--- config.mk ---
export PLATFORM = sky130hd
export DESIGN_NAME = display_scheduler
export DESIGN_NICKNAME = d
export VERILOG_FILES = /design/src/rtl/display_pkg.sv /design/src/rtl/rr_next_src.sv /design/src/rtl/display_scheduler.sv
export SDC_FILE = /design/constraint.sdc
export NUM_CORES = 1
export LEC_CHECK = 0
export CORE_AREA = 2 2 108 110
export DETAILED_ROUTE_END_ITERATION = 10
export DIE_AREA = 0 0 110 112
export DONT_BUFFER_PORTS = 1
export PLACE_DENSITY = 0.81
export SETUP_SLACK_MARGIN = 0.1
export SLEW_MARGIN = 20
export SYNTH_ARGS = -nofsm -noshare
export SYNTH_HDL_FRONTEND = slang
export SYNTH_HIERARCHICAL = 1
export SYNTH_SLANG_ARGS = --single-unit
--- constraint.sdc ---
create_clock -name clk -period 3.65 [get_ports clk]
set_input_delay 0.365 -clock clk [delete_from_list [all_inputs] [get_ports clk]]
set_output_delay 0.365 -clock clk [all_outputs]
set_load 0.02 [all_outputs]
--- src/rtl/display_pkg.sv ---
// display_pkg
//   Shared types and constants for the display scheduler slice.
//   - state_t     : scheduler state (IDLE / SHOW / ALERT)
//   - SRC_*       : source index encoding used on active_src
//   - BLANK_CODE  : digit value the digit decoder renders as all-segments-off
//   - digits_t    : six packed 4-bit digits, [3:0] = digit0
package display_pkg;

    typedef enum logic [1:0] {
        IDLE  = 2'd0,
        SHOW  = 2'd1,
        ALERT = 2'd2
    } state_t;

    localparam logic [1:0] SRC_PLAYER = 2'd0;
    localparam logic [1:0] SRC_DEALER = 2'd1;
    localparam logic [1:0] SRC_TIMER  = 2'd2;
    localparam logic [1:0] SRC_NONE   = 2'd3;

    localparam logic [3:0] BLANK_CODE = 4'hF;

    typedef logic [23:0] digits_t;

    // Replicates a single digit code across all six digit positions.
    function automatic digits_t fill_digits(input logic [3:0] code);
        return {6{code}};
    endfunction

endpackage

--- src/rtl/rr_next_src.sv ---
// rr_next_src
//   Combinational round-robin finder over the three display sources.
//   Searches cur+1, cur+2, cur+3 (mod 3) and returns the first requester,
//   which may be cur itself when it is the only one asking.
//   Ports:
//     req [2:0] : source valid bits, [0] player, [1] dealer, [2] timer
//     cur [1:0] : current source; passing SRC_TIMER yields the lowest requester
//     nxt [1:0] : next source to show (equals cur when nothing requests)
//     any       : at least one source is requesting
module rr_next_src
    import display_pkg::*;
(
    input  logic [2:0] req,
    input  logic [1:0] cur,
    output logic [1:0] nxt,
    output logic       any
);

    // Search order is hard-coded per starting point; an out-of-range cur
    // behaves like SRC_TIMER so the search starts at the player.
    always_comb begin
        nxt = cur;
        any = |req;
        case (cur)
            SRC_PLAYER: begin
                if (req[1])      nxt = SRC_DEALER;
                else if (req[2]) nxt = SRC_TIMER;
                else if (req[0]) nxt = SRC_PLAYER;
            end
            SRC_DEALER: begin
                if (req[2])      nxt = SRC_TIMER;
                else if (req[0]) nxt = SRC_PLAYER;
                else if (req[1]) nxt = SRC_DEALER;
            end
            default: begin
                if (req[0])      nxt = SRC_PLAYER;
                else if (req[1]) nxt = SRC_DEALER;
                else if (req[2]) nxt = SRC_TIMER;
            end
        endcase
    end

endmodule

--- src/rtl/display_scheduler.sv ---
// display_scheduler
//   Chooses what the 6-digit multiplexed display shows: player total, dealer
//   total or round timer, rotating on a dwell timer or on a manual "next"
//   press. A one-shot alert message pre-empts rotation and blinks for a fixed
//   time before rotation resumes.
//   Ports:
//     clk, rst            : clock, synchronous active-high reset
//     req[2:0]            : source valid bits ([0] player, [1] dealer, [2] timer)
//     src0/1/2_digits     : live packed digits of each source ([3:0] = digit0)
//     next_btn            : pulse, advance to the next requesting source now
//     half_btn            : pulse, toggle showUpperBits
//     alert_req           : pulse, start (or restart) an alert
//     alert_digits        : alert message, captured on alert_req
//     digit0..digit5      : registered digits to the digit rotator
//     showUpperBits       : registered upper/lower half select
//     active_src          : source shown (saved source during an alert), 3 when idle
//     alert_active        : high while an alert is on screen
//   All outputs are registered from the next-state values, so any input is
//   visible on the outputs right after the edge that samples it.
module display_scheduler #(
    parameter int unsigned DWELL_CYCLES = 100000000,
    parameter int unsigned ALERT_CYCLES = 200000000,
    parameter int unsigned BLINK_CYCLES = 25000000,
    parameter logic [3:0]  BLANK_CODE   = display_pkg::BLANK_CODE
) (
    input  logic        clk,
    input  logic        rst,
    input  logic [2:0]  req,
    input  logic [23:0] src0_digits,
    input  logic [23:0] src1_digits,
    input  logic [23:0] src2_digits,
    input  logic        next_btn,
    input  logic        half_btn,
    input  logic        alert_req,
    input  logic [23:0] alert_digits,
    output logic [3:0]  digit0,
    output logic [3:0]  digit1,
    output logic [3:0]  digit2,
    output logic [3:0]  digit3,
    output logic [3:0]  digit4,
    output logic [3:0]  digit5,
    output logic        showUpperBits,
    output logic [1:0]  active_src,
    output logic        alert_active
);

    import display_pkg::*;

    // Counters are sized to hold parameter-1 and saturate there by design.
    localparam int DW = (DWELL_CYCLES > 1) ? $clog2(DWELL_CYCLES) : 1;
    localparam int AW = (ALERT_CYCLES > 1) ? $clog2(ALERT_CYCLES) : 1;
    localparam int BW = (BLINK_CYCLES > 1) ? $clog2(BLINK_CYCLES) : 1;

    localparam logic [DW-1:0] DWELL_LAST = DW'(DWELL_CYCLES - 1);
    localparam logic [AW-1:0] ALERT_LAST = AW'(ALERT_CYCLES - 1);
    localparam logic [BW-1:0] BLINK_LAST = BW'(BLINK_CYCLES - 1);

    state_t        state, state_n;
    logic [1:0]    cur, cur_n;
    logic [DW-1:0] dwell, dwell_n;
    logic [AW-1:0] alert_cnt, alert_cnt_n;
    logic [BW-1:0] blink_cnt, blink_cnt_n;
    logic          blink_on, blink_on_n;
    digits_t       alert_msg, alert_msg_n;

    digits_t       disp, disp_n;
    logic [1:0]    src_n;
    logic          alert_n;
    logic          upper;
    logic [1:0]    src_q;
    logic          alert_q;

    logic [1:0]    rr_cur;
    logic [1:0]    rr_nxt;
    logic          rr_any;
    logic          cur_req;

    // From IDLE the finder starts after the timer, which yields the
    // lowest-index requester; otherwise it rotates from the current source.
    assign rr_cur = (state == IDLE) ? SRC_TIMER : cur;

    rr_next_src u_rr (
        .req (req),
        .cur (rr_cur),
        .nxt (rr_nxt),
        .any (rr_any)
    );

    always_comb begin
        case (cur)
            SRC_PLAYER: cur_req = req[0];
            SRC_DEALER: cur_req = req[1];
            SRC_TIMER:  cur_req = req[2];
            default:    cur_req = 1'b0;
        endcase
    end

    // Next-state logic. alert_req overrides everything (including next_btn)
    // and leaves cur untouched, so cur doubles as the saved source.
    always_comb begin
        state_n     = state;
        cur_n       = cur;
        dwell_n     = dwell;
        alert_cnt_n = alert_cnt;
        blink_cnt_n = blink_cnt;
        blink_on_n  = blink_on;
        alert_msg_n = alert_msg;

        if (alert_req) begin
            state_n     = ALERT;
            alert_msg_n = alert_digits;
            alert_cnt_n = '0;
            blink_cnt_n = '0;
            blink_on_n  = 1'b1;
        end else begin
            case (state)
                IDLE: begin
                    if (rr_any) begin
                        state_n = SHOW;
                        cur_n   = rr_nxt;
                        dwell_n = '0;
                    end
                end
                SHOW: begin
                    if (!rr_any) begin
                        state_n = IDLE;
                        dwell_n = '0;
                    end else if (!cur_req || next_btn || (dwell == DWELL_LAST)) begin
                        cur_n   = rr_nxt;
                        dwell_n = '0;
                    end else begin
                        dwell_n = dwell + DW'(1);
                    end
                end
                ALERT: begin
                    if (alert_cnt == ALERT_LAST) begin
                        dwell_n = '0;
                        if (cur_req) begin
                            state_n = SHOW;
                        end else if (rr_any) begin
                            state_n = SHOW;
                            cur_n   = rr_nxt;
                        end else begin
                            state_n = IDLE;
                        end
                    end else begin
                        alert_cnt_n = alert_cnt + AW'(1);
                        if (blink_cnt == BLINK_LAST) begin
                            blink_cnt_n = '0;
                            blink_on_n  = ~blink_on;
                        end else begin
                            blink_cnt_n = blink_cnt + BW'(1);
                        end
                    end
                end
                default: begin
                    state_n = IDLE;
                end
            endcase
        end
    end

    // Output values derived from the next state so they register on the
    // same edge as the state change.
    always_comb begin
        disp_n  = fill_digits(BLANK_CODE);
        src_n   = SRC_NONE;
        alert_n = 1'b0;
        case (state_n)
            SHOW: begin
                src_n = cur_n;
                case (cur_n)
                    SRC_PLAYER: disp_n = src0_digits;
                    SRC_DEALER: disp_n = src1_digits;
                    SRC_TIMER:  disp_n = src2_digits;
                    default:    disp_n = fill_digits(BLANK_CODE);
                endcase
            end
            ALERT: begin
                src_n   = cur_n;
                alert_n = 1'b1;
                disp_n  = blink_on_n ? alert_msg_n : fill_digits(BLANK_CODE);
            end
            default: begin
                disp_n  = fill_digits(BLANK_CODE);
            end
        endcase
    end

    always_ff @(posedge clk) begin
        if (rst) begin
            state     <= IDLE;
            cur       <= SRC_PLAYER;
            dwell     <= '0;
            alert_cnt <= '0;
            blink_cnt <= '0;
            blink_on  <= 1'b0;
            alert_msg <= '0;
            disp      <= fill_digits(BLANK_CODE);
            src_q     <= SRC_NONE;
            alert_q   <= 1'b0;
            upper     <= 1'b0;
        end else begin
            state     <= state_n;
            cur       <= cur_n;
            dwell     <= dwell_n;
            alert_cnt <= alert_cnt_n;
            blink_cnt <= blink_cnt_n;
            blink_on  <= blink_on_n;
            alert_msg <= alert_msg_n;
            disp      <= disp_n;
            src_q     <= src_n;
            alert_q   <= alert_n;
            if (half_btn) begin
                upper <= ~upper;
            end
        end
    end

    assign digit0        = disp[3:0];
    assign digit1        = disp[7:4];
    assign digit2        = disp[11:8];
    assign digit3        = disp[15:12];
    assign digit4        = disp[19:16];
    assign digit5        = disp[23:20];
    assign showUpperBits = upper;
    assign active_src    = src_q;
    assign alert_active  = alert_q;

endmodule

== After elaboration in Yosys (flattened, before gate mapping) ==
Index checks and enable logic that the tools add are counted.

* Word-level logic and storage cells: 88
* Register bits after elaboration: 137
* Input bits: 104
* Output and inout port bits: 28

* Add/sub/neg operators: 3
* Bitwise operators: 5
* Reductions and logical operators: 14
* Mux-type cells: 41
* Equal/unequal tests: 14

{| class="wikitable"
|+ Operator list
! cell !! count
|-
| two-way mux 27 bit || 4
|-
| one-hot mux 27 bit (3 select lines) || 1
|-
| one-hot mux 24 bit (3 select lines) || 1
|-
| two-way mux 24 bit || 2
|-
| one-hot mux 24 bit (2 select lines) || 1
|-
| two-way mux 2 bit || 20
|-
| adder 28 x 1 -> 28 bit (second input constant) || 1
|-
| equality test 28 bit (second input constant) || 1
|-
| adder 27 x 1 -> 27 bit (second input constant) || 1
|-
| equality test 27 bit (second input constant) || 1
|-
| adder 25 x 1 -> 25 bit (second input constant) || 1
|-
| equality test 25 bit (second input constant) || 1
|-
| two-way mux 25 bit || 1
|-
| one-hot mux 2 bit (3 select lines) || 2
|-
| equality test 2 x 1 -> 1 bit (second input constant) || 5
|-
| equality test 2 bit (second input constant) || 4
|-
| logical NOT 2 bit || 4
|-
| two-way mux 1 bit || 7
|-
| OR reduction 2 bit || 3
|-
| NOT 1 bit || 5
|-
| != test 2 bit (second input constant) || 2
|-
| one-hot mux 2 bit (2 select lines) || 1
|-
| AND reduction 4 bit || 1
|-
| one-hot mux 1 bit (3 select lines) || 1
|-
| other kinds (5) || 6
|}

== Logic depth before layout (Yosys ltp) ==
* Depth in word-level cells: 14
* Mapped depth: 14

== By module ==
Netlist, hierarchy kept.

{| class="wikitable"
|+ Modules (own cells, without submodules)
! module !! instances !! area an instance (µm²) !! cells each
|-
| display_scheduler || 1 || 6461.2 || 707
|-
| rr_next_src || 1 || 52.6 || 9
|}

== Worst setup path before layout ==
OpenSTA, ideal clock, no wires.

* Path kind: reg-to-reg
* Start: reg alert_cnt[10]
* End: reg disp[2]
* Clock period less this slack: 3.340 ns
* Data arrival time: 3.206 ns
* Required time: 3.516 ns
* Setup slack: 0.310 ns
* Cell stages (with the launch flop): 11
* Cells stage by stage: dfxtp_1 -> or4b_1 -> or4_4 -> o31ai_2 -> nand3b_1 -> ha_1 -> or2_2 -> clkbuf_1 -> buf_1 -> o31ai_1 -> o211ai_1

* Longest elaborated chain between the ends: 7
* Elaborated cells between the ends (all ways): 18
* Classes of those cells: eq/ne: 5; mux: 12; reduce/logical: 1

{| class="wikitable"
|+ Ends and longest elaborated chain
! item !! RTL line !! source
|-
| start, declared || display_scheduler.sv:61 || <nowiki>logic [AW-1:0] alert_cnt, alert_cnt_n;</nowiki>
|-
| start signal, assigned || display_scheduler.sv:207 || <nowiki>alert_cnt <= alert_cnt_n;</nowiki>
|-
| equality test 28 bit * || display_scheduler.sv:136 || <nowiki>if (alert_cnt == ALERT_LAST) begin</nowiki>
|-
| two-way mux 2 bit || display_scheduler.sv:136 ||
|-
| one-hot mux 2 bit (3 select lines) || display_scheduler.sv:116 || <nowiki>case (state)</nowiki>
|-
| two-way mux 2 bit || display_scheduler.sv:109 || <nowiki>if (alert_req) begin</nowiki>
|-
| equality test 2 bit, or another cell as far along || display_scheduler.sv:172 || <nowiki>case (cur_n)</nowiki>
|-
| one-hot mux 24 bit (3 select lines) || display_scheduler.sv:172 ||
|-
| one-hot mux 24 bit (2 select lines) * || display_scheduler.sv:169 || <nowiki>case (state_n)</nowiki>
|-
| end signal, assigned || display_scheduler.sv:199 || <nowiki>disp <= fill_digits(BLANK_CODE);</nowiki>
|-
| end signal, assigned || display_scheduler.sv:211 || <nowiki>disp <= disp_n;</nowiki>
|-
| end, declared || display_scheduler.sv:66 || <nowiki>digits_t disp, disp_n;</nowiki>
|}

Every way passes the cells marked *; elsewhere a longest branch is shown, timed or not.
A chain may end at the register's enable or synchronous reset.

== Final worst setup path ==
Same ends and word-level chain as after synthesis.

==> results.md <==
- Pin count of the biggest net entering global routing: 51
- Dpl hpwl: 10400 µm
- Worst-path clk slew: 0.06 ns
- EDFF count, synth: 0
- Synth unique cells: 58
- RSZ-0062 raised after global routing: no
- # setup viols final: 0
- Slew margin rel.: 42.2%
- Die Width: about 110 µm
- Pleak: 2.59 nW
- Synth Net Count: 825
- First-pass GRT wire length: 24800 µm
- Tcrit/Tclk final: 89.1%
- Clock buffer count from CTS: 17
- Final-report hold violation count: 0
- Status: complete, no violations
- # hold bufs at CTS: 0
- Worst skew pair latency: around 0.42 ns
- Finished Cell Area: 0.00720 mm²
- Routed wire per std cell: 17.2 µm
- Startpoint types: flop
- Row cnt: 39
- Final Non-Filler Cells: ~860
- CTS Buffer Depth: 2
- Hold Crit Class: input pin to flop
- CTS tree: built
- Setup TNS: 0 ns
- Max-cap check violation count: 0
- Via count: 5162
- H-tree levels: 4
- Worst-Margin Slew: 0.866 ns
- Drt drc: 0
- CTS Sinks: around 140
- Critical path class: flop to flop
- Worst EP arrival: ~3.5 ns
- Drt first pass iters: 5
- Fraction of registers with async set or reset after synthesis: 0%
- Vias in the first global route: roughly 5300
- I/O Pins: 132
- Final core utilization: 64.5%
- Yosys warnings: 6
- Dpl ws: 0.266 ns
- Detailed-route wire length: 14800 µm
- Routed Antenna Nets: 0
- Worst EP required: 3.94 ns
- Slew Viols, Final: 0
- Area grow syn2layout: 10.6%
- Total grt overflow: 0
- Root buf cell: clkbuf_16
- Power per Cell Area: 514 mW/mm²
- Die H: 112 µm
- Final WS setup: 0.397 ns
- Synth Cell Area: 0.00651 mm²
- Antenna violations before repair: 0
- Final Critical Period: roughly 3.3 ns
- Initial core utilization: 58.3%
- Clock Skews: 0.00731 ns
- Ant. Diodes: 0
- Max FO, Critical Path: 23
- Post-layout net count: 814
- Core Footprint: between 0.01 and 0.015 mm²
- Synth Register Bits: 137
- Mean Syn Cell Area: 9.10 µm²
- Post-Synthesis Cells: 716
- Max Clock Freq: 0.307 GHz
- Total power draw: 3.70 mW
- Full die area: 0.0123 mm²
- GRT Total Usage: 25.5%
- GPL Wtd Cong: 0.857
- Fraction of layout instances using a drive strength above 1: 12.8%
- Worst setup EP type: flop
- Placed cell area: 0.00660 mm²
- Starting DRT DRC Count: roughly 300
- Final hold slack: 0.0221 ns
- Seq/Total Area, Yosys: between 40% and 50%
- Maximum VDD drop: 385 µV
- Cells after DPL: 829
- Post-DR vias/cell: 6.00
- Main synth FF type: dfxtp_1
- # port buffers: 0
==> final timing paths <==
kind	startpoint	endpoint	slack (ns)	depth (start not counted)
max	alert_cnt[10]$_SDFFE_PP0P_	disp[2]$_SDFF_PP1_	0.40	10
min	rst	blink_on$_SDFF_PP0_	0.02	1
max reg2reg	alert_cnt[10]$_SDFFE_PP0P_	disp[2]$_SDFF_PP1_	0.40	10
min reg2reg	dwell[16]$_SDFFE_PP0P_	dwell[16]$_SDFFE_PP0P_	0.51	2
==> area by class of cell <==
type                    count  area [µm²]
clock inverters             8         118
flip-flops and latches    137        2740
clock buffers              24         482
well taps                 143         179
multi-input cells         528        3560
inverters                  12        45.0
fillers                   857        3970
repair buffers              9        80.1
==> state kept, by name, summed over array words and instances, names as in the netlist <==
register and flops:
active_src 2, alert_active 1, alert_cnt 28, alert_msg 24, blink_cnt 25, blink_on 1
cur 2, disp 24, dwell 27, showUpperBits 1, state 2
==> per-layer routing <==
| layer | track usage, % | vias to the layer above | wire length, µm |
|---|---|---|---|
| li1 | - | 2493 | - |
| met1 | 29.2 | 2507 | 6130 |
| met2 | 44.9 | 140 | 7700 |
| met3 | 6.56 | 22 | 725 |
| met4 | 9.70 | 0 | 269 |
| met5 | 0 | - | 0 |
==> layout by cell type (no fill, tap or decap), drive strengths merged, types with 2 or more instances in the layout <==
master,n
nand3,30
nor4b,3
mux2i,30
xor2,54
and4,10
ha,5
or3,2
inv,12
nand2b,3
o31ai,24
or4b,3
dfxtp,137
nor2,104
a41oi,2
clkinv,4
or4,3
bufinv,3
nor2b,26
or2,2
nor3,7
nand2,45
o21a,2
o211ai,23
buf,9
and2,5
a211oi,2
xnor2,18
nand4b,2
nand4,20
nor4,3
nand3b,4
a21oi,12
mux2,24
and3,15
clkbuf,24
o21ai,31
==> synthesized netlist by cell type (2+ instances only) <==
cell / number / share of area (%)
nand2b_1: 3 / 0.29
nor4_1: 2 / 0.19
xnor2_1: 18 / 2.4
nor2_1: 103 / 5.9
or4b_2: 2 / 0.31
nand3b_1: 4 / 0.46
inv_1: 12 / 0.69
mux2i_1: 30 / 4.6
nand4_1: 20 / 1.9
dfxtp_1: 137 / 42
o211ai_1: 23 / 2.7
nand3_1: 30 / 2.3
nor4b_1: 3 / 0.40
and3_1: 15 / 1.4
buf_6: 3 / 0.52
ha_1: 5 / 0.96
buf_1: 4 / 0.23
o21a_1: 2 / 0.23
nand4b_1: 2 / 0.27
mux2_2: 24 / 4.1
a41oi_1: 2 / 0.27
clkbuf_1: 24 / 1.4
o21ai_0: 29 / 2.2
or4_1: 2 / 0.23
o31ai_1: 5 / 0.58
nor2b_1: 26 / 2.5
a21oi_1: 12 / 0.92
a211oi_1: 2 / 0.23
and2_1: 5 / 0.48
nor3_1: 7 / 0.54
buf_2: 7 / 0.54
or3_1: 2 / 0.19
and4_1: 10 / 1.3
nand2_1: 45 / 2.6
or2_2: 2 / 0.19
xor2_1: 54 / 7.3
o31ai_2: 19 / 3.6
==> kinds of logic (layout without fill, tap and decap cells) <==
logic type | count (synthesis) | after routing | share of synthesized area [%]
compound gates | 107 | 107 | 12.4
xor+xnor | 72 | 72 | 9.68
fa+ha+maj | 5 | 5 | 0.960
buf+inv | 51 | 53 | 3.48
flops | 137 | 137 | 42.1
mux | 54 | 54 | 8.76
simple gates | 290 | 290 | 22.6
==> worst max-delay path, stage by stage, from the launching register on <==
cell and delay [ns]:
dfxtp_1 0.36, or4b_1 0.58, or4_4 0.57, o31ai_2 0.26
nand3b_1 0.18, ha_1 0.35, nor2_1 0.24, o21ai_2 0.09
buf_4 0.25, o31ai_1 0.12, o211ai_1 0.12
==> report_power, final <==
part / switching (mW) / total [mW] / internal, mW / leakage [nW]
Combinational: 0.174 / 0.312 / 0.138 / 1.18
Sequential: 0.0919 / 1.65 / 1.56 / 1.12
Clock: 0.611 / 1.73 / 1.12 / 0.294
Total: 0.877 / 3.70 / 2.82 / 2.59
==> repair_timing <==
action / CTS / global route
endpoints found under the setup margin: 0 / 5
resized for setup: 0 / 1
setup buffers: 0 / 0
Power figures use the tool's default switching activity.
